## src/rtl/ldpc_lambda_loader_if.sv

```systemverilog
// Handshake and bus bundle between the LLR source, the lambda loader and the LDPC decoder.
// The master side drives samples and dec_done; the slave side is the loader.
interface ldpc_lambda_loader_if #(
   parameter int BPS          = 12,
   parameter int IN_NBITS     = 8,
   parameter int LAMBDA_NBITS = 6
);
   logic                          in_valid;
   logic                          in_ready;
   logic [IN_NBITS-1:0]           in_llr;
   logic                          lambda_valid;
   logic [BPS*LAMBDA_NBITS-1:0]   lambda;
   logic                          dec_done;
   logic                          sat_flag;
   logic                          timeout;

   modport master (
      output in_valid, in_llr, dec_done,
      input  in_ready, lambda_valid, lambda, sat_flag, timeout
   );

   modport slave (
      input  in_valid, in_llr, dec_done,
      output in_ready, lambda_valid, lambda, sat_flag, timeout
   );
endinterface

```

## src/rtl/ldpc_lambda_loader.sv

```systemverilog
// Serial LLR requantiser/packer feeding ldpc_decoder; holds off the next frame until done or budget.
// Build option: LDPC_LOADER_ROUND_EN selects round half-up instead of truncation toward -inf.
//
// state   | meaning
// --------+------------------------------------------------------------
// S_FILL  | accepting samples, packing into the shadow register
// S_ISSUE | one cycle, lambda_valid high with the freshly loaded lambda
// S_WAIT  | decoder iterating; exit on dec_done (not 1st cycle) or budget
module ldpc_lambda_loader #(
   parameter int BPS          = 12,
   parameter int IN_NBITS     = 8,
   parameter int IN_FBITS     = 4,
   parameter int LAMBDA_IBITS = 3,
   parameter int LAMBDA_FBITS = 3,
   parameter int LAMBDA_NBITS = LAMBDA_IBITS + LAMBDA_FBITS,
   parameter int MAX_ITER     = 20
) (
   input logic                 clk,
   input logic                 rst,
   ldpc_lambda_loader_if.slave bus
);

   localparam int SHIFT    = IN_FBITS - LAMBDA_FBITS;
   localparam int SLOT_W   = $clog2(BPS);
   localparam int ITER_W   = 8;
   localparam int EXT_W    = IN_NBITS + 1;
   localparam int LAMBDA_W = BPS * LAMBDA_NBITS;

`ifdef LDPC_LOADER_ROUND_EN
   localparam logic signed [EXT_W-1:0] RND =
      (SHIFT > 0) ? EXT_W'(1 << ((SHIFT > 0) ? SHIFT - 1 : 0)) : '0;
`else
   localparam logic signed [EXT_W-1:0] RND = '0;
`endif
   localparam logic signed [EXT_W-1:0] SAT_HI = EXT_W'((2 ** (LAMBDA_NBITS - 1)) - 1);
   localparam logic signed [EXT_W-1:0] SAT_LO = EXT_W'(-(2 ** (LAMBDA_NBITS - 1)));

   typedef enum logic [1:0] {S_FILL, S_ISSUE, S_WAIT} state_t;

   state_t                   state, state_nxt;
   logic [SLOT_W-1:0]        slot;
   logic [ITER_W-1:0]        iter;
   logic [LAMBDA_W-1:0]      shadow, shadow_nxt, lambda_q;
   logic                     sat_sticky, sat_sticky_nxt, sat_now, sat_q, lambda_valid_q;
   logic signed [EXT_W-1:0]  llr_ext, llr_rnd, llr_shift;
   logic [LAMBDA_NBITS-1:0]  lambda_now;
   logic                     in_ready, xfer, last_slot, iter_last;

   assign in_ready  = (state == S_FILL);
   assign xfer      = bus.in_valid && in_ready;
   assign last_slot = (slot == SLOT_W'(BPS - 1));
   assign iter_last = (iter == ITER_W'(MAX_ITER - 1));

   always_comb begin
      llr_ext    = {bus.in_llr[IN_NBITS-1], bus.in_llr};
      llr_rnd    = llr_ext + RND;
      llr_shift  = llr_rnd >>> SHIFT;
      sat_now    = 1'b0;
      lambda_now = llr_shift[LAMBDA_NBITS-1:0];
      if (llr_shift > SAT_HI) begin
         sat_now    = 1'b1;
         lambda_now = SAT_HI[LAMBDA_NBITS-1:0];
      end else if (llr_shift < SAT_LO) begin
         sat_now    = 1'b1;
         lambda_now = SAT_LO[LAMBDA_NBITS-1:0];
      end
   end

   // Slot 0 lands in the MSB field; the sticky flag restarts with the first sample of a frame.
   always_comb begin
      shadow_nxt = shadow;
      for (int k = 0; k < BPS; k++) begin
         if (slot == SLOT_W'(k)) begin
            shadow_nxt[(BPS-k)*LAMBDA_NBITS-1 -: LAMBDA_NBITS] = lambda_now;
         end
      end
      sat_sticky_nxt = (slot == '0) ? sat_now : (sat_sticky | sat_now);
   end

   always_comb begin
      state_nxt = state;
      unique case (state)
         S_FILL:  if (xfer && last_slot) state_nxt = S_ISSUE;
         S_ISSUE: state_nxt = S_WAIT;
         S_WAIT:  if ((bus.dec_done && (iter != '0)) || iter_last) state_nxt = S_FILL;
         default: state_nxt = S_FILL;
      endcase
   end

   always_ff @(posedge clk) begin
      if (rst) begin
         state          <= S_FILL;
         slot           <= '0;
         iter           <= '0;
         shadow         <= '0;
         sat_sticky     <= 1'b0;
         lambda_q       <= '0;
         sat_q          <= 1'b0;
         lambda_valid_q <= 1'b0;
      end else begin
         state          <= state_nxt;
         lambda_valid_q <= xfer && last_slot;
         if (xfer) begin
            shadow     <= shadow_nxt;
            sat_sticky <= sat_sticky_nxt;
            slot       <= last_slot ? '0 : slot + SLOT_W'(1);
            if (last_slot) begin
               lambda_q <= shadow_nxt;
               sat_q    <= sat_sticky_nxt;
            end
         end
         if (state == S_ISSUE) begin
            iter <= '0;
         end else if (state == S_WAIT) begin
            iter <= iter + ITER_W'(1);
         end
      end
   end

   // The budget exit is qualified by same-cycle dec_done so that a done on the last cycle wins.
   assign bus.timeout      = (state == S_WAIT) && iter_last && !bus.dec_done;
   assign bus.in_ready     = in_ready;
   assign bus.lambda_valid = lambda_valid_q;
   assign bus.lambda       = lambda_q;
   assign bus.sat_flag     = sat_q;

endmodule

```

## src/flat_wrapper.sv

```systemverilog
// flat-port wrapper written by rule: the top's interface ports become plain ports
module ldpc_lambda_loader_flat 
#(
   parameter int BPS          = 12,
   parameter int IN_NBITS     = 8,
   parameter int IN_FBITS     = 4,
   parameter int LAMBDA_IBITS = 3,
   parameter int LAMBDA_FBITS = 3,
   parameter int LAMBDA_NBITS = LAMBDA_IBITS + LAMBDA_FBITS,
   parameter int MAX_ITER     = 20
)
  (clk, rst, bus_in_valid, bus_in_llr, bus_dec_done, bus_in_ready, bus_lambda_valid, bus_lambda, bus_sat_flag, bus_timeout);
  ldpc_lambda_loader_if #(.BPS(BPS), .IN_NBITS(IN_NBITS), .LAMBDA_NBITS(LAMBDA_NBITS)) bus_i ();
  input logic clk;
  input logic rst;
  input wire logic [$bits(bus_i.in_valid)-1:0] bus_in_valid;
  input wire logic [$bits(bus_i.in_llr)-1:0] bus_in_llr;
  input wire logic [$bits(bus_i.dec_done)-1:0] bus_dec_done;
  output wire logic [$bits(bus_i.in_ready)-1:0] bus_in_ready;
  output wire logic [$bits(bus_i.lambda_valid)-1:0] bus_lambda_valid;
  output wire logic [$bits(bus_i.lambda)-1:0] bus_lambda;
  output wire logic [$bits(bus_i.sat_flag)-1:0] bus_sat_flag;
  output wire logic [$bits(bus_i.timeout)-1:0] bus_timeout;
  assign bus_i.in_valid = bus_in_valid;
  assign bus_i.in_llr = bus_in_llr;
  assign bus_i.dec_done = bus_dec_done;
  assign bus_in_ready = bus_i.in_ready;
  assign bus_lambda_valid = bus_i.lambda_valid;
  assign bus_lambda = bus_i.lambda;
  assign bus_sat_flag = bus_i.sat_flag;
  assign bus_timeout = bus_i.timeout;
  ldpc_lambda_loader #(.BPS(BPS), .IN_NBITS(IN_NBITS), .IN_FBITS(IN_FBITS), .LAMBDA_IBITS(LAMBDA_IBITS), .LAMBDA_FBITS(LAMBDA_FBITS), .LAMBDA_NBITS(LAMBDA_NBITS), .MAX_ITER(MAX_ITER)) u_core (.clk(clk), .rst(rst), .bus(bus_i));
endmodule
```

## config.mk

```make
export PLATFORM = sky130hd
export DESIGN_NAME = ldpc_lambda_loader_flat
export DESIGN_NICKNAME = d
export VERILOG_FILES = /design/src/rtl/ldpc_lambda_loader_if.sv /design/src/rtl/ldpc_lambda_loader.sv /design/src/flat_wrapper.sv
export SDC_FILE = /design/constraint.sdc
export NUM_CORES = 1
export LEC_CHECK = 0
export ABC_AREA = 1
export BUFFER_PORTS_ARGS = -buffer_cell sky130_fd_sc_hd__buf_2
export CAP_MARGIN = 25
export CORE_UTILIZATION = 45
export DETAILED_ROUTE_END_ITERATION = 12
export PLACE_DENSITY = 0.75
export SLEW_MARGIN = 20
export SYNTH_ARGS = -nofsm -noshare
export SYNTH_HDL_FRONTEND = slang
export SYNTH_SLANG_ARGS = --single-unit
```

## constraint.sdc

```tcl
create_clock -name clk -period 1.7 [get_ports clk]
set_clock_uncertainty 0.05 [all_clocks]
set_input_delay 0.17 -clock clk [delete_from_list [all_inputs] [get_ports clk]]
set_output_delay 0.17 -clock clk [all_outputs]
set_load 0.005 [all_outputs]
```

### After elaboration in Yosys (flattened, before gate mapping)

Cells that the tools add are included.

| storage, ports and cells | value |
|---|---|
| flip-flop bits (word level) | 161 |
| input port bits | 12 |
| output and inout port bits | 76 |

| cells by class | value |
|---|---|
| add/sub/neg operators | 2 |
| order comparisons | 2 |
| equal/unequal tests | 16 |
| multiplexer cells | 21 |
| bitwise gates (word level) | 1 |
| reduce and logical (&&, ||, !) cells | 13 |

Operator list:

| cell | number |
|---|---|
| 6-bit 2-to-1 mux | 14 |
| 4-bit by 3-bit == test with 1-bit output, second input constant | 4 |
| 4-bit == test, second input constant | 4 |
| 8-bit by 1-bit adder with 8-bit output, second input constant | 1 |
| 4-bit by 2-bit == test with 1-bit output, second input constant | 2 |
| 8-bit by 5-bit == test with 1-bit output, second input constant | 1 |
| 8-bit nonzero test | 1 |
| 7-bit by 6-bit greater-than comparator with 1-bit output, second input constant | 1 |
| 7-bit by 6-bit < comparator with 1-bit output, second input constant | 1 |
| 2-bit one-hot mux with 3 select lines | 1 |
| 1-bit logical AND | 5 |
| 4-bit by 1-bit adder with 4-bit output, second input constant | 1 |
| 4-bit by 1-bit == test with 1-bit output, second input constant | 1 |
| 4-bit logical NOT | 1 |
| 2-bit 2-to-1 mux | 2 |
| 4-bit 2-to-1 mux | 1 |
| 2-bit AND reduction | 2 |
| 1-bit 2-to-1 mux | 3 |
| 2-bit by 1-bit == test with 1-bit output, second input constant | 1 |
| 2-bit == test, second input constant | 1 |
| 2-bit logical NOT | 1 |
| 2-bit by 1-bit != test with 1-bit output, second input constant | 1 |
| 2-bit != test, second input constant | 1 |
| 2-bit OR reduction | 1 |
| other kinds (3) | 3 |

### Depth between registers and ports, before layout

Gate-level depths: netlist of the first run.

| logic depth | value |
|---|---|
| depth in word-level cells | 5 |
| depth in mapped cells | 10 |

### Least setup slack after synthesis of the first run

Ideal clock, no wire load.

| timing | value |
|---|---|
| kind | flip-flop to flip-flop |
| from | register u_core.slot[0] |
| to | register u_core.lambda_q[54], in the netlist u_core.bus.lambda[54] |
| library setup time | 0.119 ns |
| data arrival time | 1.273 ns |
| slack | 0.258 ns |
| cell stages (with the launch flop) | 8 |
| period minus slack after synthesis | 1.442 ns |
| cell sequence | dfxtp_1 inv_1 ha_1 nand2_1 inv_2 buf_4 o21ai_0 o21ai_1 |

| on the way | value |
|---|---|
| longest elaborated chain between the ends | 2 |
| elaborated cells between the ends (all ways) | 4 |

RTL lines:

| what | line | text |
|---|---|---|
| start: declaration | ldpc_lambda_loader.sv:41 | `logic [SLOT_W-1:0] slot;` |
| start signal: assignment | ldpc_lambda_loader.sv:106 | `slot <= last_slot ? '0 : slot + SLOT_W'(1);` |
| 4-bit by 2-bit == test with 1-bit output / 4-bit == test (equally long branches) | ldpc_lambda_loader.sv:73, ldpc_lambda_loader.sv:51 |  |
| 6-bit 2-to-1 mux / 2-bit AND reduction (equally long branches) | n/a |  |
| end signal: assignment | ldpc_lambda_loader.sv:108 | `lambda_q <= shadow_nxt;` |
| end: declaration | ldpc_lambda_loader.sv:43 | `logic [LAMBDA_W-1:0] shadow, shadow_nxt, lambda_q;` |

Several ways; a longest one is shown, not always the timed one.
A chain may end at the register's enable or synchronous reset.

### Worst setup path after layout of the first run

| timing | value |
|---|---|
| from | register u_core.slot[0] |
| to | register u_core.lambda_q[68], in the netlist u_core.bus.lambda[68] |

| on the way | value |
|---|---|
| longest elaborated chain between the ends | 2 |
| elaborated cells between the ends (all ways) | 4 |

RTL lines:

| what | line |
|---|---|
| 4-bit == test / 4-bit logical NOT (equally long branches) | ldpc_lambda_loader.sv:51, ldpc_lambda_loader.sv:73 |
| 2-bit AND reduction (no line) / 6-bit 2-to-1 mux (equally long branches) | n/a |

Several ways; a longest one is shown, not always the timed one.

==> results of run 1 <==
[area by class of cell]
type	instances	area share, %
inverters	103	4.82
clock inverters	10	1.68
multi-input cells	752	38.6
well taps	184	2.79
clock buffers	21	5.82
flip-flops and latches	155	37.7
repair buffers	113	8.54
[metal layers]
layer  vias to the layer above  GRT usage [%]  part of all wire [%]
li1                       3384              -                     -
met1                      2911           27.5                    48
met2                       138           35.1                    46
met3                        23           4.08                   4.1
met4                         0           8.01                   1.8
met5                         -              0                     0
[cells by family (layout without fill, tap and decap cells)]
logic type | Yosys count | count (layout) | synth area share (%)
AOI/OAI and AO/OA | 84 | 84 | 6.09
and+or+nand+nor | 662 | 662 | 38.3
adders and majority gates | 6 | 6 | 1.09
buffers and inverters | 150 | 247 | 9.59
DFF | 155 | 155 | 45.0
[what timing repair did]
item,in CTS,in global routing
pin swaps,1,2
resized for setup,5,16
buffers inserted,0,3
endpoints found under the setup margin,1,56
hold buffers,2,0
endpoints found under the hold margin,2,0
[worst min-delay path by stage]
stage | startpoint | to | slack [ps] | cells after the start
6_report | bus_dec_done | u_core.state[1] | 30 | 4
5_1_grt | bus_dec_done | u_core.state[1] | 30 | 4
4_1_cts | bus_dec_done | u_core.state[1] | 10 | 4
3_5_place_dp | bus_in_llr[7] | u_core.bus.lambda[5] | 340 | 3
3_3_place_gp | bus_in_llr[7] | u_core.bus.lambda[5] | 330 | 3
2_1_floorplan | bus_in_llr[7] | u_core.bus.lambda[5] | 220 | 2
[critical path: stages, from the launching register on]
cell and delay (ps):
dfxtp_1 400, inv_1 100, ha_1 270, nand2_2 190, inv_2 150, o21ai_0 240
o21ai_1 80
[registers in the layout, indices dropped and copies added (netlist names)]
| signal | cells |
|---|---|
| u_core.bus.lambda_valid | 1 |
| u_core.iter | 8 |
| u_core.bus.lambda | 72 |
| u_core.sat_sticky | 1 |
| u_core.state | 2 |
| u_core.slot | 4 |
| u_core.shadow | 66 |
| u_core.bus.sat_flag | 1 |
[synth_stat cells, drive strengths merged]
cell | n | area (µm²)
nand2 | 440 | 1670
buf | 42 | 251
nand3 | 64 | 320
ha | 6 | 75.1
o21ai | 70 | 350
clkinv | 2 | 12.5
clkbuf | 5 | 18.8
nor4 | 1 | 6.26
nor3 | 4 | 25.0
dfxtp | 155 | 3100
nor2 | 152 | 612
nand3b | 1 | 7.51
inv | 101 | 379
a21oi | 14 | 70.1
[power by group through the flow]
| stage | clock network [W] | registers, W | logic [W] |
|---|---|---|---|
| 3_5_place_dp | 0 | 0.00388 | 0.000746 |
| 2_1_floorplan | 0 | 0.00387 | 0.000563 |
| 5_1_grt | 0.00413 | 0.00382 | 0.000880 |
| 6_report | 0.00391 | 0.00380 | 0.000768 |
| 3_3_place_gp | 0 | 0.00388 | 0.000731 |
| 4_1_cts | 0.00398 | 0.00380 | 0.000757 |
[per-stage QoR]
step	setup slack (ps)	hold WS (ps)	area [µm²]	setup TNS [ps]	std cells
global route	-1.46	32.6	8250	-1.46	1338
CTS	1.88	12.8	8180	0	1335
global placement	90.5	333	7520	0	1302
floorplan	258	223	6900	0	1057
finish	112	28.1	8250	0	1338
detailed placement	68.2	340	7520	0	1302
==> flow_summary.toml, run 1 <==
[route]
antenna_left = 0
routedWlPerCell_um = 11.9
routed_wl_um = 15900
drtPass1Iterations = 5
drt_iter0_drc = 429
drc = 0
viasPerCell = 4.83
vias = 6456

[power]
p_leak_nw = 4.52
swShare_pct = 23.9
power.share.clock_pct = 46.1
internal-power_w = 0.00646
p_seq_share_pct = 44.8
comb_power_share_pct = 9.1
power_density_nw_per_um2 = 1030
p_switching_w = 0.00202
total_power_w = 0.00848
irDropWorstVdd_mv = 0.757

[cts]
path_clk_slew_ps = 60
htreeDepth = 4
cts_tree = "built"
cts_made_buffers = 17
clockRootBuffer = "clkbuf_16"
cts_buffer_depth = 2
clk_latency_ps = 430
cts.sinks = 155

[worst_setup_path]
end_kind = "register"
worstSetupPathType = "register to register"
r2r_end = "u_core.bus.lambda[68]"
cp-endpoint = "u_core.bus.lambda[68]"
path_max_fanout = 15
cp.required_ps = 1960
reg2reg_depth = 6
critPathArrivalTime_ps = 1850
cp-start-kind = "register"
rrSetupSlack_ps = 110
crit_start = "u_core.slot[0]"
r2r_start = "u_core.slot[0]"

[place]
globalplace.congestion = 0.835
hpwlAfterDp_um = 10500
io_buffers = 86

[sta]
period_minus_slack_ps = 1590
rsz0062_at_grt = "true"
slew_violations = 0
hold_violations = 0
fmax_ghz = 0.630
worst_slew_pin_slew_ps = 473
period_share_pct = 93.4
slew_headroom_pct = 68.2
setup_viol = 0

[cells_and_area]
fill_cells = 1412
area_delta_synth_final_pct = 19.6
mostFrequentLayoutCells = "nand2_1 (434), dfxtp_1 (152), nor2_1 (147)"
drive_above_1_share_pct = 15.1
layout.nets = 1160
fin_util_pct = 55.9
multi_input_area_um2 = 3190
antennaDiodeCount = 0
ff_latch_area_um2 = 3110
layout.cells.most_common = "nand2_1"

[synthesis]
yosysSeqAreaShare_pct = 45.0
avgSynthCellArea_um2 = 6.53
syn_inst = 1057
synth_cell_types = 26
ys_ff_latch = 155
synth_nets = 1075
ys_warn_count = 0
synth_area_um2 = 6900

[floorplanning]
fp.dieH_um = 126
core_um2 = 14800
ioPinCount = 88
start_util_pct = 46.8
die_w_um = 126
die_area_um2 = 15800
rows = 44

[job]
maxCapViolCount = 0

[global_route]
track_usage_pct = 21.2
antenna_found_initial = 0
grt_overflow = 0
grt_max_degree = 68
grt_first_pass_wirelength_um = 26800
first_global_vias = 5767

[min_path]
hp-class = "input pin to register"

[status]
status = "finished clean"
Note: power is estimated with default switching activity, not from simulation.
==> run 2: changes to the inputs <==
--- a/config.mk
+++ b/config.mk
@@ -5,8 +5,7 @@
 export SDC_FILE = /design/constraint.sdc
 export NUM_CORES = 1
 export LEC_CHECK = 0
-export ABC_AREA = 1
-export BUFFER_PORTS_ARGS = -buffer_cell sky130_fd_sc_hd__buf_2
+export BUFFER_PORTS_ARGS = -buffer_cell sky130_fd_sc_hd__buf_4
 export CAP_MARGIN = 25
 export CORE_UTILIZATION = 45
 export DETAILED_ROUTE_END_ITERATION = 12
==> flow_summary.toml, run 2 <==
[power]
p_leak_nw = 3.01
p_switching_w = 0.00195
p_seq_share_pct = 45.6
power_density_nw_per_um2 = 944
swShare_pct = 24.1
internal-power_w = 0.00612
power.share.clock_pct = 47.0
irDropWorstVdd_mv = 0.770
comb_power_share_pct = 7.4

[route]
routedWlPerCell_um = 19.2
drtPass1Iterations = 5
drc = 0
routed_wl_um = 19200
drt_iter0_drc = 545
antenna_left = 0
vias = 6023
viasPerCell = 6.02

[global_route]
grt_overflow = 0
track_usage_pct = 24.5
first_global_vias = 5641
grt_max_degree = 70
use_met3_pct = 4.63
antenna_found_initial = 0
grt.met2_usage_pct = 38.7
grt_first_pass_wirelength_um = 28500
use_met1_pct = 31.9
busiest_layer = "met2"

[sta]
period_share_pct = 105
worst_slew_pin_slew_ps = 849
slew_violations = 0
rsz0062_at_grt = "true"
hold_violations = 0
tns_ps = -409
period_minus_slack_ps = 1790
setup_viol = 19
fin_ws_ps = -87.1
slew_headroom_pct = 43.4
fmax_ghz = 0.560

[synthesis]
yosysSeqAreaShare_pct = 47.8
ys_warn_count = 0
synth_nets = 737
synth_cell_types = 47
synth.top_cells.by_count = "dfxtp_1 (155), a21oi_1 (75), o21ai_0 (69)"
yosys.area.top_type = "dfxtp_1"
ys_ff_latch = 155
synthTopCellsByArea = "dfxtp_1 (48%), o2bb2ai_1 (7.0%), o211ai_1 (6.4%), a21oi_1 (5.8%), o21ai_0 (5.3%)"
synth_top_area_share_pct = 47.8
syn_inst = 719
synth_area_um2 = 6480
yosysMostFrequentCell = "dfxtp_1"
avgSynthCellArea_um2 = 9.02
ys_async_sr_fraction_pct = 0
synth_edf_count = 0
synthFlopType = "dfxtp_1"

[job]
maxCapViolCount = 0

[worst_setup_path]
crit_family = "buffers and inverters"
cp-start-kind = "register"
slowest_delay_ps = 330
reg2reg_depth = 8
path_max_fanout = 6
cp_slowest_cell = "dfxtp_2"
end_kind = "register"
crit_path_cell_trace = "buf_6, buf_6, buf_4, nor3b_4, buf_6, clkbuf_16, o211ai_1, a21oi_1"
crit_path_frequent_cell = "buf_6"
worst-path-stages = 8
worstSetupPathType = "register to register"
critPathBufInv = 5
critPathArrivalTime_ps = 2080
cp.required_ps = 1990

[floorplanning]
rows = 43
fp.dieH_um = 122
die_area_um2 = 14900
die_w_um = 122
start_util_pct = 46.4
ioPinCount = 88
core_um2 = 14000

[cts]
clk_latency_ps = 430
htreeDepth = 4
cts_buffer_depth = 2
cts_tree = "built"
cts.sinks = 155
path_clk_slew_ps = 60
cts_made_buffers = 17
clockRootBuffer = "clkbuf_16"

[cells_and_area]
fill_cells = 1129
mostFrequentLayoutCells = "dfxtp_1 (149), buf_4 (128), a21oi_1 (70)"
multi_input_area_um2 = 3200
area_delta_synth_final_pct = 31.8
layout.cells.most_common = "dfxtp_1"
layout.nets = 825
final_cell_area_um2 = 8550
drive_above_1_share_pct = 29.9
ff_latch_area_um2 = 3110
antennaDiodeCount = 0
fin_util_pct = 61.1
largest_reg_flops = 72

[min_path]
hold_depth = 2
hp-class = "input pin to register"

[place]
io_buffers = 86
dpl_cell_area_um2 = 7440
globalplace.congestion = 0.805
hpwlAfterDp_um = 10600

[status]
status = "finished with violations"
violations = "setup timing"
## run 2: changes by cell type after synthesis, sizes merged, moves of 11 or more
cell,change
buf,-21
nand2,-431
mux2i,+11
nor3,+12
o211ai,+55
a21oi,+61
o2bb2ai,+52
inv,-77
nand3,-49
clkbuf,+53
o32ai,+15
nor2,-90
## run 2: final timing paths
| kind | start | to | slack (ps) |
|---|---|---|---|
| worst max register to register | u_core.state[0] | u_core.shadow[70] | -90 |
| worst max-delay path | u_core.state[0] | u_core.shadow[70] | -90 |
| worst min register to register | u_core.bus.lambda[21] | u_core.bus.lambda[21] | 410 |
| worst min-delay path | rst | u_core.state[1] | 60 |
## run 2: area by class of cell
type | instances | share of cell area, %
Clock inverter | 12 | 1.61
Timing Repair Buffer | 148 | 15.4
Tap cell | 180 | 2.64
Inverter | 24 | 1.14
Clock buffer | 20 | 5.34
Multi-Input combinational cell | 461 | 37.5
Sequential cell | 155 | 36.4
## run 2: what timing repair did
item,CTS,global route
gates resized for setup,24,44
endpoints found under the setup margin,99,109
cloned,1,6
endpoints found under the hold margin,1,0
pin swaps,2,11
buffers inserted,5,4
hold buffers,1,0
## run 2: worst reg2reg max path, delay by kind of cell (launching register included)
family | cells | cell delay, ps
AOI/OAI and AO/OA | 2 | 310
buffers and inverters | 5 | 770
DFF | 1 | 330
and+or+nand+nor | 1 | 260
## run 2: power groups by stage
stage / Sequential [W] / Combinational [W] / Clock, W
after floorplan: 0.00376 / 0.000305 / 0
after global placement: 0.00376 / 0.000462 / 0
after detailed placement: 0.00376 / 0.000474 / 0
after CTS: 0.00368 / 0.000504 / 0.00382
after global routing: 0.00368 / 0.000628 / 0.00402
final: 0.00368 / 0.000599 / 0.00379
## run 2: routing by layer
metal	part of all wire, %	vias up
met4	3.2	0
met3	6.3	51
met2	48	270
met5	0	-
met1	42	2896
li1	-	2806
## run 2: logic make-up (layout without fill, tap and decap cells)
| kind of cell | after synthesis | count (layout) | share of synthesized area (%) |
|---|---|---|---|
| AO/OA/AOI/OAI | 288 | 288 | 29.6 |
| XOR/XNOR | 3 | 3 | 0.405 |
| adder cells (fa/ha/maj) | 6 | 6 | 1.16 |
| buffers and inverters | 103 | 204 | 6.79 |
| flip-flops | 155 | 155 | 47.8 |
| multiplexers | 11 | 11 | 1.70 |
| AND/OR/NAND/NOR | 153 | 153 | 12.5 |
## run 2: per-stage QoR
step                instances  power, W  setup slack [ps]  hold slack [ps]
floorplan                 719   0.00406              18.4              325
global placement          951   0.00422             -50.7              382
detailed placement        951   0.00423             -93.5              399
CTS                       990   0.00801              -112             44.9
global route             1000   0.00833              -141             61.1
finish                   1000   0.00807             -87.1             60.9
==> run 3: changes to the inputs <==
--- a/config.mk
+++ b/config.mk
@@ -9,6 +9,7 @@
 export CAP_MARGIN = 25
 export CORE_UTILIZATION = 45
 export DETAILED_ROUTE_END_ITERATION = 12
+export MAX_ROUTING_LAYER = met4
 export PLACE_DENSITY = 0.75
 export SLEW_MARGIN = 20
 export SYNTH_ARGS = -nofsm -noshare
==> flow_summary.toml, run 3 (synthesized netlist as in run 2, its figures left out) <==
[power]
power_density_nw_per_um2 = 944
p_leak_nw = 3.01
irDropWorstVdd_mv = 0.762

[cells_and_area]
final_cells = 1000
largest_reg_flops = 72
layout.nets = 825
drive_above_1_share_pct = 30.0
mostFrequentLayoutCells = "dfxtp_1 (149), buf_4 (128), a21oi_1 (70)"
area_delta_synth_final_pct = 31.9
antennaDiodeCount = 0
layout.cells.most_common = "dfxtp_1"
final_cell_area_um2 = 8550
fin_util_pct = 61.1

[min_path]
hold_start = "rst"
hp-class = "input pin to register"

[sta]
rsz0062_at_grt = "true"
hold_violations = 0
slew_headroom_pct = 42.8
fmax_ghz = 0.567
setup_viol = 20
slew_violations = 0
fin_ws_ps = -64.1
fin_hold_ws_ps = 53.6
period_share_pct = 104
period_minus_slack_ps = 1760
worst_slew_pin_slew_ps = 858

[place]
dpl_cell_area_um2 = 7440
io_buffers = 86
place_inst = 951
hpwlAfterDp_um = 10600
globalplace.congestion = 0.817

[worst_setup_path]
path_max_fanout = 9
r2r_start = "u_core.state[0]"
crit_start = "u_core.state[0]"
worstSetupPathType = "register to register"
critPathArrivalTime_ps = 2060
cp-start-kind = "register"
end_kind = "register"
cp.required_ps = 1990

[floorplanning]
start_util_pct = 46.4
die_area_um2 = 14900
core_um2 = 14000
die_w_um = 122
rows = 43
fp.dieH_um = 122
ioPinCount = 88

[global_route]
antenna_found_initial = 0
grt_max_degree = 70
first_global_vias = 5636
grt_first_pass_wirelength_um = 28500
grt_overflow = 0
track_usage_pct = 25.2

[status]
status = "finished with violations"
violations = "setup timing"

[route]
drt_iter0_drc = 542
routed_wl_um = 19100
drtPass1Iterations = 5
antenna_left = 0
routedWlPerCell_um = 19.1
viasPerCell = 5.95
vias = 5950
drc = 0

[cts]
clk_latency_ps = 420
cts_made_buffers = 17
cts.sinks = 155
htreeDepth = 4
clockRootBuffer = "clkbuf_16"
path_clk_slew_ps = 60
cts_tree = "built"
cts_buffer_depth = 2

[job]
maxCapViolCount = 0
## run 3: changes by cell type in the layout (fill, tap and decap cells not counted)
cell / before / now
nand3_1: 15 / 14
nand3_2: 0 / 1
## run 3: layer usage
| metal | part of all wire, % | GRT usage (%) | wire, µm |
|---|---|---|---|
| met1 | 43 | 31.8 | 8190 |
| met2 | 48 | 38.9 | 9180 |
| met3 | 5.9 | 4.35 | 1140 |
| met4 | 3.3 | 12.2 | 625 |
| met5 | 0 | - | 0 |
## run 3: worst max-delay path: stages, from the launching register on
cell and delay (ps):
dfxtp_2 330, buf_6 110, buf_6 110, buf_4 150
nor3b_4 250, buf_6 220, clkbuf_16 190, nand3_1 90
a21oi_1 170
## run 3: per-stage QoR
step / TNS, ps / worst slack, ps / total power (W)
global route: -2070 / -113 / 0.00832
floorplan: 0 / 18.4 / 0.00406
CTS: -113 / -112 / 0.00801
detailed placement: -2690 / -93.5 / 0.00423
global placement: -638 / -50.7 / 0.00422
finish: -434 / -64.1 / 0.00807
## run 3: worst paths after layout
kind	endpoint	slack, ps	depth (start not counted)
worst max-delay path	u_core.shadow[71]	-60	8
worst min-delay path	u_core.state[1]	50	2
worst max register to register	u_core.shadow[71]	-60	8
worst min register to register	u_core.bus.lambda[21]	410	2
## run 3: repair_timing
item | CTS | global route
setup buffers | 5 | 4
endpoints found under the hold margin | 1 | 0
gates cloned | 1 | 6
hold buffers | 1 | 0
endpoints found under the setup margin | 99 | 108
resized for setup | 24 | 45
pin swaps | 2 | 11
## run 3: area by class of cell
| cell class | instances | area (µm²) |
|---|---|---|
| repair buffers | 148 | 1310 |
| flip-flops and latches | 155 | 3110 |
| well taps | 180 | 225 |
| multi-input cells | 461 | 3210 |
| inverters | 24 | 97.6 |
| fillers | 1126 | 5440 |
| clock buffers | 20 | 457 |
| clock inverters | 12 | 138 |
## run 3: report_power, final
part | switching [W] | internal, W
clock | 0.00155 | 0.00225
combinational | 0.000385 | 0.000212
sequential | 0.0000196 | 0.00366
